===== config.mk =====
export PLATFORM = sky130hd
export DESIGN_NAME = projection_scheduler
export DESIGN_NICKNAME = d
export VERILOG_FILES = /design/src/rtl/proj_sched_pkg.sv /design/src/rtl/angle_accumulator.sv /design/src/rtl/projection_scheduler.sv
export SDC_FILE = /design/constraint.sdc
export NUM_CORES = 1
export LEC_CHECK = 0
export BUFFER_PORTS_ARGS = -buffer_cell sky130_fd_sc_hd__buf_2
export CELL_PAD_IN_SITES_DETAIL_PLACEMENT = 1
export CELL_PAD_IN_SITES_GLOBAL_PLACEMENT = 2
export CORE_MARGIN = 2
export CORE_UTILIZATION = 30
export CTS_CLUSTER_DIAMETER = 150
export DETAILED_ROUTE_END_ITERATION = 12
export PLACE_DENSITY = 0.79
export SKIP_LAST_GASP = 1
export SYNTH_ARGS = -nofsm -noshare
export SYNTH_HDL_FRONTEND = slang
export SYNTH_HIERARCHICAL = 1
export SYNTH_SLANG_ARGS = --single-unit

===== constraint.sdc =====
create_clock -name clk -period 2.98 [get_ports clk]
set_clock_uncertainty 0.15 [all_clocks]
set_input_delay 0.894 -clock clk [delete_from_list [all_inputs] [get_ports clk]]
set_output_delay 0.894 -clock clk [all_outputs]
set_load 0.005 [all_outputs]

===== src/rtl/proj_sched_pkg.sv =====
// Shared types and constants for the MVP projection scheduler.
package proj_sched_pkg;

    localparam int          COORD_W        = 16;
    localparam logic [11:0] DEF_ANGLE_STEP = 12'h004;
    localparam logic [11:0] DEF_ANGLE_WRAP = 12'h649;

    typedef enum logic [2:0] {
        IDLE,
        FETCH,
        LOAD,
        SETTLE,
        OUTPUT,
        DONE
    } sched_state_t;

    typedef logic [2:0][2:0][COORD_W-1:0] tri3d_t;
    typedef logic [2:0][1:0][9:0]         tri2d_t;

endpackage


===== src/rtl/angle_accumulator.sv =====
// Per-frame rotation angle: registered modular add of STEP, kept in [0, WRAP).
module angle_accumulator
    import proj_sched_pkg::*;
#(
    parameter int            W    = 12,
    parameter logic [W-1:0]  STEP = W'(DEF_ANGLE_STEP),
    parameter logic [W-1:0]  WRAP = W'(DEF_ANGLE_WRAP)
) (
    input  logic         clk,
    input  logic         rst_n,
    input  logic         en_i,
    output logic [W-1:0] angle_o
);

    logic [W-1:0] angle_q;
    logic [W-1:0] angle_d;
    logic [W:0]   sum_raw;
    logic [W:0]   sum_wrapped;

    // One extra bit so the sum can exceed WRAP without overflowing before the compare.
    always_comb begin
        sum_raw     = {1'b0, angle_q} + {1'b0, STEP};
        sum_wrapped = (sum_raw >= {1'b0, WRAP}) ? (sum_raw - {1'b0, WRAP}) : sum_raw;
        angle_d     = en_i ? sum_wrapped[W-1:0] : angle_q;
    end

    // NOTE: state registers use non-blocking assignments so every flop samples pre-edge values.
    always_ff @(posedge clk or negedge rst_n) begin
        if (!rst_n) begin
            angle_q <= '0;
        end else begin
            angle_q <= angle_d;
        end
    end

    assign angle_o = angle_q;

endmodule


===== src/rtl/projection_scheduler.sv =====
// Walks one frame of triangles through the combinational projection datapath and
// hands each projected triangle to the rasterizer over valid/ready.
module projection_scheduler
    import proj_sched_pkg::*;
#(
    parameter int                     WI         = 8,
    parameter int                     WF         = 8,
    parameter int                     WIIA       = 4,
    parameter int                     WIFA       = 8,
    parameter int                     NUM_TRI    = 12,
    parameter int                     ADDR_W     = 8,
    parameter int                     SETTLE_CYC = 2,
    parameter logic [WIIA+WIFA-1:0]   ANGLE_STEP = 12'h004,
    parameter logic [WIIA+WIFA-1:0]   ANGLE_WRAP = DEF_ANGLE_WRAP
) (
    input  logic                     clk,
    input  logic                     rst_n,
    input  logic                     frame_start,
    output logic                     tri_rd,
    output logic [ADDR_W-1:0]        tri_addr,
    input  logic [9*(WI+WF)-1:0]     tri_data,
    output logic [9*(WI+WF)-1:0]     cal_triangle,
    output logic [WIIA+WIFA-1:0]     cal_angle,
    input  tri2d_t                   cal_proj,
    output tri2d_t                   out_tri,
    output logic                     out_valid,
    input  logic                     out_ready,
    output logic                     busy,
    output logic                     frame_done,
    output logic                     overrun
);

    localparam int                CNT_W       = (SETTLE_CYC > 1) ? $clog2(SETTLE_CYC) : 1;
    localparam logic [CNT_W-1:0]  SETTLE_LAST = CNT_W'(SETTLE_CYC - 1);
    localparam logic [ADDR_W-1:0] IDX_LAST    = ADDR_W'(NUM_TRI - 1);

    sched_state_t                state_q;
    logic [ADDR_W-1:0]           idx_q;
    logic [CNT_W-1:0]            settle_q;
    logic [9*(WI+WF)-1:0]        cal_tri_q;
    tri2d_t                      out_tri_q;
    logic                        tri_rd_q;
    logic                        out_valid_q;
    logic                        busy_q;
    logic                        frame_done_q;
    logic                        overrun_q;

    // NOTE: the datapath registers are reset too, so an aborted frame leaves no stale triangle visible.
    always_ff @(posedge clk or negedge rst_n) begin
        if (!rst_n) begin
            state_q      <= IDLE;
            idx_q        <= '0;
            settle_q     <= '0;
            cal_tri_q    <= '0;
            out_tri_q    <= '0;
            tri_rd_q     <= 1'b0;
            out_valid_q  <= 1'b0;
            busy_q       <= 1'b0;
            frame_done_q <= 1'b0;
            overrun_q    <= 1'b0;
        end else begin
            overrun_q <= frame_start && (state_q != IDLE);
            unique case (state_q)
                IDLE: begin
                    if (frame_start) begin
                        idx_q    <= '0;
                        tri_rd_q <= 1'b1;
                        busy_q   <= 1'b1;
                        state_q  <= FETCH;
                    end
                end
                FETCH: begin
                    tri_rd_q <= 1'b0;
                    state_q  <= LOAD;
                end
                LOAD: begin
                    cal_tri_q <= tri_data;
                    settle_q  <= '0;
                    state_q   <= SETTLE;
                end
                SETTLE: begin
                    if (settle_q == SETTLE_LAST) begin
                        out_tri_q   <= cal_proj;
                        out_valid_q <= 1'b1;
                        state_q     <= OUTPUT;
                    end else begin
                        settle_q <= settle_q + 1'b1;
                    end
                end
                OUTPUT: begin
                    if (out_ready) begin
                        out_valid_q <= 1'b0;
                        if (idx_q == IDX_LAST) begin
                            frame_done_q <= 1'b1;
                            state_q      <= DONE;
                        end else begin
                            idx_q    <= idx_q + 1'b1;
                            tri_rd_q <= 1'b1;
                            state_q  <= FETCH;
                        end
                    end
                end
                DONE: begin
                    frame_done_q <= 1'b0;
                    busy_q       <= 1'b0;
                    state_q      <= IDLE;
                end
                default: state_q <= IDLE;
            endcase
        end
    end

    angle_accumulator #(
        .W    (WIIA + WIFA),
        .STEP (ANGLE_STEP),
        .WRAP (ANGLE_WRAP)
    ) u_angle (
        .clk     (clk),
        .rst_n   (rst_n),
        .en_i    (state_q == DONE),
        .angle_o (cal_angle)
    );

    assign tri_rd       = tri_rd_q;
    assign tri_addr     = idx_q;
    assign cal_triangle = cal_tri_q;
    assign out_tri      = out_tri_q;
    assign out_valid    = out_valid_q;
    assign busy         = busy_q;
    assign frame_done   = frame_done_q;
    assign overrun      = overrun_q;

endmodule


==> impl_metrics.env, run 1 <==
export IMPL_cts_repair_resized=0
export IMPL_path_buf_inv=1
export IMPL_root_buffer="clkbuf_16"
export IMPL_finalHoldViolations=0
export IMPL_hold_buffers=0
export IMPL_final_setup_tns_ps=0
export IMPL_slew_headroom_pct=44.6
export IMPL_slowest_stage="or3_1"
export IMPL_syn_avg_cell_area_um2=14.7
export IMPL_die_area_um2=33500
export IMPL_setup_viol=0
export IMPL_fmax_ghz=0.359
export IMPL_hold_class="in -> async"
export IMPL_vias=7097
export IMPL_clock_latency_ps=520
export IMPL_critical_path_class="reg -> reg"
export IMPL_syn_inst=654
export IMPL_ctsHtreeMaxLevel=1
export IMPL_ioPinCount=437
export IMPL_drc=0
export IMPL_fp_row_count=65
export IMPL_worstRegToRegCells=9
export IMPL_grt_ovfl_total=0
export IMPL_drive_gt1_share_pct=54.3
export IMPL_pwr_density_cell_nw_per_um2=1070
export IMPL_antenna_found_initial=6
export IMPL_fin_crit_ps=2790
export IMPL_ys_warnings_count=6
export IMPL_worst_pin_slew_ps=825
export IMPL_seq_area_frac_synth_pct=60.6
export IMPL_synth_distinct_cells=61
export IMPL_grt_pass1_wl_mm=44.6
export IMPL_clock_sinks=233
export IMPL_outcome="completed"
export IMPL_synthAdderAreaFrac_pct=0.780
export IMPL_yosys_register_bits=233
export IMPL_required_ps=3240
export IMPL_cp_max_fo=8
export IMPL_fin_area_um2=13300
export IMPL_crit_top_cell="or3_1"
export IMPL_slowest_delay_ps=380
export IMPL_layout_common_cells="buf_2 (435), dfrtp_1 (233), mux2_1 (118), mux2_2 (88), clkbuf_16 (27)"
export IMPL_placed_area_um2=12300
export IMPL_hpwl_mm=22.9
export IMPL_drt_iter0_drc=203
export IMPL_synthMuxAreaShare_pct=24.5
export IMPL_critPathTopFamily="simple AND/OR/NAND/NOR gates"
export IMPL_rrSetupSlack_ps=190
export IMPL_place_congestion=0.797
export IMPL_routed_wl_mm=29.7
export IMPL_ir_drop_mv=0.464
export IMPL_cp_end_kind="register"
export IMPL_synth_edf_count=0
export IMPL_cp_arrival_ps=3040
export IMPL_start_util_pct=30.5
export IMPL_clockBufferDepth=3
export IMPL_grt_pass1_vias=7530
export IMPL_design_core_area_um2=31600
export IMPL_grt_max_degree=59
export IMPL_die_y_um=183
export IMPL_viasPerCell=4.63
export IMPL_synth_top_family_by_area="multiplexers"
export IMPL_grt_usage_pct=17.1
export IMPL_clk_pin_slew_ps=60
export IMPL_first_pass_iters=4
export IMPL_synth_cell_area_um2=9630
export IMPL_synth_compound_area_share_pct=4.15
export IMPL_synth_xor_area_share_pct=1.09
export IMPL_synthArstFlopShare_pct=100
export IMPL_cp_start_kind="register"
export IMPL_cts_made_buffers=27
export IMPL_finalCritPeriodShare_pct=93.5
export IMPL_ant_nets=0
export IMPL_io_buffers=436
export IMPL_cts_setup_buffers=3
export IMPL_area_growth_pct=37.9
export IMPL_regToRegStartpoint="u_angle/angle_o[3]"
export IMPL_drv_slew=0
export IMPL_wire_per_inst_um=19.4
export IMPL_crit_chain="ha_1 > nand2_2 > or3_1 > nand4_1 > a2111oi_4 > buf_4 > or3_1 > xor2_1 > mux2_4"
export IMPL_synth_nets=868
export IMPL_grt_setup_unrepaired="no"
export IMPL_regToRegEndpoint="u_angle/angle_o[6]"
export IMPL_chipWidth_um=183
export IMPL_cts_tree="built"
export IMPL_p_leak_nw=6.40
export IMPL_synthSimpleGateAreaFrac_pct=5.98
export IMPL_cap_violations=0
export IMPL_layout_commonest_cell="buf_2"
export IMPL_yosys_most_used_dff="dfrtp_1"
export IMPL_nets=1320
-- stage by stage --
stage	power (mW)	util [%]	setup WS [ps]	hold slack (ps)	instances
after global placement	10.8	39.0	148	307	1476
after CTS	14.5	42.0	177	141	1528
final	14.3	42.1	195	136	1532
after floorplan	8.41	-	308	318	654
after detailed placement	11.0	39.0	61.1	320	1476
after global routing	15.2	42.1	73.1	159	1532
-- state kept, by name, indices dropped and copies added (netlist names), 3 cells and up --
name             cells
cal_triangle       144
out_tri             60
state_q              3
tri_addr             8
u_angle/angle_o     12
-- per-layer routing --
| metal | vias to the layer above | wire length (um) | part of all wire [%] | global-route usage, % |
|---|---|---|---|---|
| met5 | - | 0 | 0 | 0 |
| met4 | 0 | 849 | 2.9 | 5.25 |
| met3 | 56 | 1830 | 6.2 | 4.33 |
| met2 | 225 | 15900 | 54 | 31.9 |
| met1 | 3565 | 11100 | 37 | 19.0 |
| li1 | 3251 | - | - | - |
-- worst max-delay path by stage --
stage               cells after the start                 end               start  slack [ps]
floorplan                              10  u_angle/angle_o[6]  u_angle/angle_o[2]         310
global placement                        8  u_angle/angle_o[6]  u_angle/angle_o[2]         150
detailed placement                      8  u_angle/angle_o[6]  u_angle/angle_o[3]          60
CTS                                     9  u_angle/angle_o[6]  u_angle/angle_o[3]         180
global route                            7  u_angle/angle_o[6]  u_angle/angle_o[5]          70
finish                                  9  u_angle/angle_o[6]  u_angle/angle_o[3]         190
-- synth_stat cells (2+ instances only) --
| master | count | share of area, % |
|---|---|---|
| o21ai_0 | 13 | 0.68 |
| xnor2_1 | 9 | 0.82 |
| o311a_1 | 2 | 0.21 |
| inv_1 | 10 | 0.39 |
| buf_6 | 10 | 1.2 |
| nand2b_1 | 3 | 0.19 |
| a21oi_1 | 4 | 0.21 |
| and3_1 | 9 | 0.58 |
| o21ai_1 | 3 | 0.16 |
| ha_1 | 6 | 0.78 |
| nor2_2 | 2 | 0.13 |
| o22ai_1 | 2 | 0.13 |
| or3_1 | 3 | 0.19 |
| nand3_1 | 12 | 0.62 |
| dfrtp_1 | 233 | 61 |
| nand2_1 | 17 | 0.66 |
| and2_1 | 4 | 0.26 |
| xor2_1 | 3 | 0.27 |
| nor3_1 | 10 | 0.52 |
| o31ai_1 | 2 | 0.16 |
| a31oi_1 | 2 | 0.13 |
| or2_2 | 5 | 0.32 |
| buf_2 | 14 | 0.73 |
| buf_4 | 8 | 0.62 |
| a21o_1 | 2 | 0.16 |
| mux2i_1 | 2 | 0.21 |
| o22a_1 | 2 | 0.18 |
| nor4_1 | 3 | 0.19 |
| nor2_1 | 15 | 0.58 |
| o21ba_2 | 2 | 0.21 |
| mux2_1 | 118 | 14 |
| a211o_1 | 3 | 0.27 |
| o31a_1 | 3 | 0.27 |
| nor2b_1 | 2 | 0.13 |
| a32o_1 | 2 | 0.21 |
| or2_1 | 2 | 0.13 |
| mux2_2 | 88 | 10 |
-- kinds of logic (layout without fill, tap and decap cells) --
kind of cell,count (synthesis),after routing
buffers and inverters,44,516
multiplexers,209,209
other,0,4
XOR/XNOR,12,12
AO/OA/AOI/OAI,51,51
adder cells (fa/ha/maj),6,6
flip-flops,233,233
AND/OR/NAND/NOR,99,99
-- worst register-to-register path, stage by stage, from the launching register on --
cell	delay, ps
dfrtp_1	350
ha_1	350
nand2_2	200
or3_1	380
nand4_1	200
a2111oi_4	80
buf_4	170
or3_1	380
xor2_1	150
mux2_4	270
-- power by group --
part	total, mW	internal (mW)	switching [mW]
sequential	5.47	4.71	0.762
clock	3.46	2.17	1.30
combinational	5.33	2.90	2.43
total	14.3	9.77	4.49
-- final cells by class --
cell class                 instances  area, um2
tap                              402        503
antenna                            4       10.0
multi-input combinational        377       3510
clock inverter                     6        109
inverter                          11       41.3
clock buffer                      43        836
fill                            3451      18300
sequential                       233       5830
timing repair buffer             456       2430
Power figures use the tool's default switching activity.
==> run 2, diff against run 1 <==
- CTS_CLUSTER_DIAMETER: 150 -> not set
- REMOVE_ABC_BUFFERS: not set -> 1
==> impl_metrics.env, run 2 (synthesis results as in run 1) <==
export IMPL_cts_repair_resized=0
export IMPL_cts_tree="built"
export IMPL_design_core_area_um2=31600
export IMPL_ctsHtreeMaxLevel=1
export IMPL_largest_reg_flops=144
export IMPL_drv_slew=0
export IMPL_hpwl_mm=22.3
export IMPL_cts_made_buffers=27
export IMPL_grt_setup_unrepaired="no"
export IMPL_finalCritPeriodShare_pct=94.2
export IMPL_grt_max_degree=68
export IMPL_drc=0
export IMPL_ioPinCount=437
export IMPL_outcome="completed"
export IMPL_nets=1320
export IMPL_postLayoutSetupSlackWorst_ps=174
export IMPL_clock_latency_ps=540
export IMPL_fmax_ghz=0.356
export IMPL_cp_arrival_ps=3080
export IMPL_cp_max_fo=12
export IMPL_grt_pass1_wl_mm=44.2
export IMPL_hold_class="in -> async"
export IMPL_clockBufferDepth=3
export IMPL_layout_commonest_cell="buf_2"
export IMPL_finalHoldViolations=0
export IMPL_drive_gt1_share_pct=54.2
export IMPL_placed_area_um2=12300
export IMPL_first_pass_iters=4
export IMPL_vias=7076
export IMPL_grt_ovfl_total=0
export IMPL_critPathTopFamily="simple AND/OR/NAND/NOR gates"
export IMPL_fin_crit_ps=2810
export IMPL_slowest_delay_ps=500
export IMPL_antenna_found_initial=4
export IMPL_dp_slack_ps=136
export IMPL_viasPerCell=4.63
export IMPL_required_ps=3250
export IMPL_grt_pass1_vias=7494
export IMPL_die_y_um=183
export IMPL_fin_area_um2=13200
export IMPL_drt_iter0_drc=213
export IMPL_fill_cells=3466
export IMPL_slew_headroom_pct=50.8
export IMPL_crit_chain="nand3_1 > buf_4 > or3_1 > nand4_1 > a2111oi_4 > buf_4 > or3_1 > xor2_1 > mux2_4"
export IMPL_critical_path_class="reg -> reg"
export IMPL_root_buffer="clkbuf_16"
export IMPL_hold_buffers=0
export IMPL_worst_pin_slew_ps=732
export IMPL_place_congestion=0.840
export IMPL_pwr_density_cell_nw_per_um2=1070
export IMPL_grt_usage_pct=16.9
export IMPL_layout_common_cells="buf_2 (435), dfrtp_1 (233), mux2_1 (118), mux2_2 (88), clkbuf_16 (27)"
export IMPL_cp_start_kind="register"
export IMPL_clock_sinks=233
export IMPL_io_buffers=436
export IMPL_ir_drop_mv=0.383
export IMPL_fin_util_pct=41.8
export IMPL_start_util_pct=30.5
export IMPL_ant_nets=0
export IMPL_p_leak_nw=6.36
export IMPL_cp_end_kind="register"
export IMPL_wire_per_inst_um=19.0
export IMPL_cap_violations=0
export IMPL_die_area_um2=33500
export IMPL_chipWidth_um=183
export IMPL_area_growth_pct=37.0
export IMPL_setup_viol=0
export IMPL_final_setup_tns_ps=0
export IMPL_path_buf_inv=2
export IMPL_fp_row_count=65
export IMPL_cts_setup_buffers=0
export IMPL_slowest_stage="dfrtp_1"
export IMPL_clk_pin_slew_ps=60
export IMPL_routed_wl_mm=29.1
-- run 2: cell types whose count changed in the layout (fill, tap and decap cells not counted), sizes merged --
cell | before | now
clkinvlp | 0 | 1
bufinv | 3 | 2
clkinv | 2 | 4
clkbuf | 43 | 38
-- run 2: final timing paths --
path | start | endpoint | slack, ps | cells after the start
worst max-delay path | u_angle/angle_o[4] | u_angle/angle_o[6] | 170 | 9
worst min-delay path | rst_n | out_tri[27] | 80 | 1
worst max register to register | u_angle/angle_o[4] | u_angle/angle_o[6] | 170 | 9
worst min register to register | cal_triangle[58] | cal_triangle[58] | 330 | 1
max in group asynchronous | rst_n | cal_triangle[137] | 1850 | 2
min in group clk | cal_triangle[58] | cal_triangle[58] | 330 | 1
-- run 2: area by class of cell --
cell class                 count  area, um2  area share, %
inverter                      11       41.3          0.313
tap                          402        503           3.81
sequential                   233       5830           44.2
clock buffer                  38        777           5.89
clock inverter                 8        111          0.844
multi-input combinational    377       3510           26.6
timing repair buffer         456       2400           18.2
antenna                        4       10.0         0.0759
-- run 2: metrics by stage --
stage               total power [mW]  hold slack, ps  cells
floorplan                       8.12             320    621
finish                          14.1            83.3   1529
global placement                10.8             312   1476
CTS                             14.4            58.4   1522
global route                    15.1            77.3   1528
detailed placement              11.0             319   1476
-- run 2: power breakdown --
group / total (mW) / leakage, nW / switching [mW] / internal [mW]
clock network: 3.30 / 0.436 / 1.32 / 1.99
logic: 5.32 / 3.15 / 2.46 / 2.86
registers: 5.47 / 2.77 / 0.761 / 4.71
-- run 2: layer usage --
| metal | up-vias | part of all wire [%] | wire, um | GRT usage, % |
|---|---|---|---|---|
| met5 | - | 0 | 0 | 0 |
| met4 | 0 | 2.7 | 784 | 5.70 |
| met3 | 54 | 6.7 | 1940 | 3.85 |
| met2 | 225 | 52 | 15300 | 31.0 |
| met1 | 3558 | 38 | 11100 | 19.3 |
| li1 | 3239 | - | - | - |
==> run 3, diff against run 2 <==
- ABC_AREA: not set -> 1
- CORE_UTILIZATION: 30 -> 29
- PLACE_DENSITY: 0.79 -> 0.8
==> impl_metrics.env, run 3 <==
export IMPL_cp_end_kind="register"
export IMPL_seq_power_share_pct=37.3
export IMPL_layout_common_cells="buf_2 (435), nand2_1 (237), dfrtp_1 (232), mux2_2 (95), nand3_1 (91)"
export IMPL_dp_slack_ps=672
export IMPL_clk_pin_slew_ps=60
export IMPL_required_ps=3260
export IMPL_cts_setup_buffers=0
export IMPL_cp_start_kind="register"
export IMPL_largest_reg_flops=144
export IMPL_routed_wl_mm=32.8
export IMPL_slowest_delay_ps=480
export IMPL_crit_chain="inv_1 > ha_1 > inv_1 > nand2_1 > nand3_2 > nand2_2 > nand2_1 > nand2_4 > nand3_4 > nand2_2 > nand2_1 > nand2_1 > nand2_1"
export IMPL_grt_ovfl_total=0
export IMPL_cap_violations=0
export IMPL_hpwl_mm=24.5
export IMPL_p_comb_share_pct=38.8
export IMPL_p_leak_nw=7.23
export IMPL_grt_max_degree=63
export IMPL_layout_commonest_cell="buf_2"
export IMPL_first_pass_iters=4
export IMPL_critPathTopFamily="simple AND/OR/NAND/NOR gates"
export IMPL_setup_viol=0
export IMPL_cp_arrival_ps=2550
export IMPL_synth_cell_area_um2=9960
export IMPL_synth_distinct_cells=33
export IMPL_seq_area_frac_synth_pct=58.5
export IMPL_io_buffers=436
export IMPL_hold_buffers=0
export IMPL_die_y_um=189
export IMPL_synth_top_cell_area_share_pct=58.5
export IMPL_slowest_stage="dfrtp_1"
export IMPL_dp_cells=1734
export IMPL_crit_top_cell="nand2_1"
export IMPL_cp_max_fo=10
export IMPL_finalHoldViolations=0
export IMPL_ant_nets=0
export IMPL_drt_iter0_drc=325
export IMPL_cts_repair_resized=0
export IMPL_synth_edf_count=0
export IMPL_crit_cells=13
export IMPL_grt_pass1_vias=8709
export IMPL_switching_share_pct=33.3
export IMPL_die_area_um2=35900
export IMPL_root_buffer="clkbuf_16"
export IMPL_chipWidth_um=189
export IMPL_postLayoutSetupSlackWorst_ps=708
export IMPL_fill_cells=3913
export IMPL_fp_row_count=67
export IMPL_startpoint="u_angle/angle_o[2]"
export IMPL_viasPerCell=4.51
export IMPL_holdWs_ps=123
export IMPL_cts_made_buffers=28
export IMPL_yosys_area_top_type="dfrtp_1"
export IMPL_ir_drop_mv=0.522
export IMPL_clock_sinks=233
export IMPL_synthTopCellsByArea="dfrtp_1 (59%), mux2_2 (11%), nand2_1 (9.0%)"
export IMPL_synth_most_common_cell="nand2_1"
export IMPL_regToRegStartpoint="u_angle/angle_o[2]"
export IMPL_design_core_area_um2=33700
export IMPL_wire_per_inst_um=18.3
export IMPL_syn_inst=874
export IMPL_clock_latency_ps=540
export IMPL_drive_gt1_share_pct=50.1
export IMPL_fmax_ghz=0.440
export IMPL_p_sw_mw=4.94
export IMPL_start_util_pct=29.6
export IMPL_drc=0
export IMPL_final_setup_tns_ps=0
export IMPL_p_clk_share_pct=23.9
export IMPL_worstRegToRegCells=13
export IMPL_slew_headroom_pct=52.8
export IMPL_outcome="completed"
export IMPL_grt_setup_unrepaired="no"
export IMPL_synthTopCellsByCount="nand2_1 (238), dfrtp_1 (233), mux2_2 (95)"
export IMPL_critical_path_class="reg -> reg"
export IMPL_antenna_found_initial=5
export IMPL_worst_pin_slew_ps=708
export IMPL_yosys_most_used_dff="dfrtp_1"
export IMPL_fin_cells=1787
export IMPL_place_congestion=0.804
export IMPL_nets=1530
export IMPL_total_power_mw=14.8
export IMPL_area_growth_pct=37.2
export IMPL_synthArstFlopShare_pct=100
export IMPL_syn_avg_cell_area_um2=11.4
export IMPL_clockBufferDepth=3
export IMPL_ctsHtreeMaxLevel=1
export IMPL_hold_class="in -> async"
export IMPL_vias=8062
export IMPL_pwr_density_cell_nw_per_um2=1080
export IMPL_path_buf_inv=2
export IMPL_grt_pass1_wl_mm=50.8
export IMPL_fin_crit_ps=2270
export IMPL_ys_warnings_count=6
export IMPL_intPower_mw=9.89
export IMPL_cts_tree="built"
export IMPL_drv_slew=0
export IMPL_yosys_register_bits=233
export IMPL_grt_usage_pct=18.0
export IMPL_ioPinCount=437
export IMPL_finalCritPeriodShare_pct=76.2
==> run 3: cell count changes in the layout (fill, tap and decap cells not counted), moves of 6 or more <==
cell	before	now
mux2_1	118	0
buf_4	15	8
nand2_1	17	237
nand3_1	12	91
xnor2_1	9	1
mux2_2	88	95
mux2_4	1	49
nand4_1	1	8
clkbuf_8	6	12
nor3_1	10	1
inv_1	10	40
nand2_2	1	9
and3_1	9	0
==> run 3: power groups by stage <==
stage,Clock [mW],Sequential [mW],Combinational [mW]
CTS,3.69,5.54,5.89
global route,3.80,5.75,6.31
global placement,0,5.48,5.74
floorplan,0,5.69,3.06
finish,3.55,5.53,5.75
detailed placement,0,5.56,5.86
==> run 3: path summary, 6_finish.rpt <==
path | end | slack, ps
worst max register to register | u_angle/angle_o[2] | 710
min in group clk | out_tri[57] | 310
max in group asynchronous | cal_triangle[53] | 1860
worst min register to register | out_tri[57] | 310
worst max-delay path | u_angle/angle_o[2] | 710
worst min-delay path | out_tri[0] | 120
==> run 3: cells by family (layout without fill, tap and decap cells) <==
family	count (synthesis)	in the layout	synth area share, %
AOI/OAI and AO/OA	22	22	1.41
xor gates and xnor gates	5	5	0.439
adders and majority gates	6	6	0.753
buffers and inverters	81	543	3.82
DFF	233	233	58.5
muxes	144	144	18.1
other	0	3	0
and+or+nand+nor	383	383	17.0
==> run 3: per-layer routing <==
| metal | part of all wire [%] | global-route usage (%) | up-vias |
|---|---|---|---|
| met5 | 0.079 | 0 | - |
| met4 | 3.8 | 7.07 | 6 |
| met3 | 6.0 | 4.49 | 79 |
| met2 | 51 | 31.6 | 218 |
| met1 | 39 | 21.0 | 3993 |
| li1 | - | - | 3766 |
==> run 3: final cells by class <==
cell class	instances	area (um2)	area share, %
diodes	3	7.51	0.0549
clock buffers	46	910	6.65
clock inverters	4	70.1	0.512
inverters	44	165	1.21
multi-input cells	560	3770	27.6
flip-flops and latches	233	5830	42.7
well taps	448	561	4.10
repair buffers	449	2350	17.2
==> run 3: through the flow <==
stage                     instance area [um2]  utilization, %
after floorplan                          9750               -
after global routing                    13700            40.6
after detailed placement                12700            37.6
after CTS                               13700            40.5
final                                   13700            40.6
after global placement                  12700            37.6
==> run 3: worst reg2reg max path, cell delays in order (launching register included) <==
cell and delay (ps):
dfrtp_1 480, inv_1 160, ha_1 360, inv_1 50, nand2_1 90, nand3_2 90, nand2_2 90, nand2_1 120
nand2_4 140, nand3_4 170, nand2_2 110, nand2_1 50, nand2_1 60, nand2_1 50
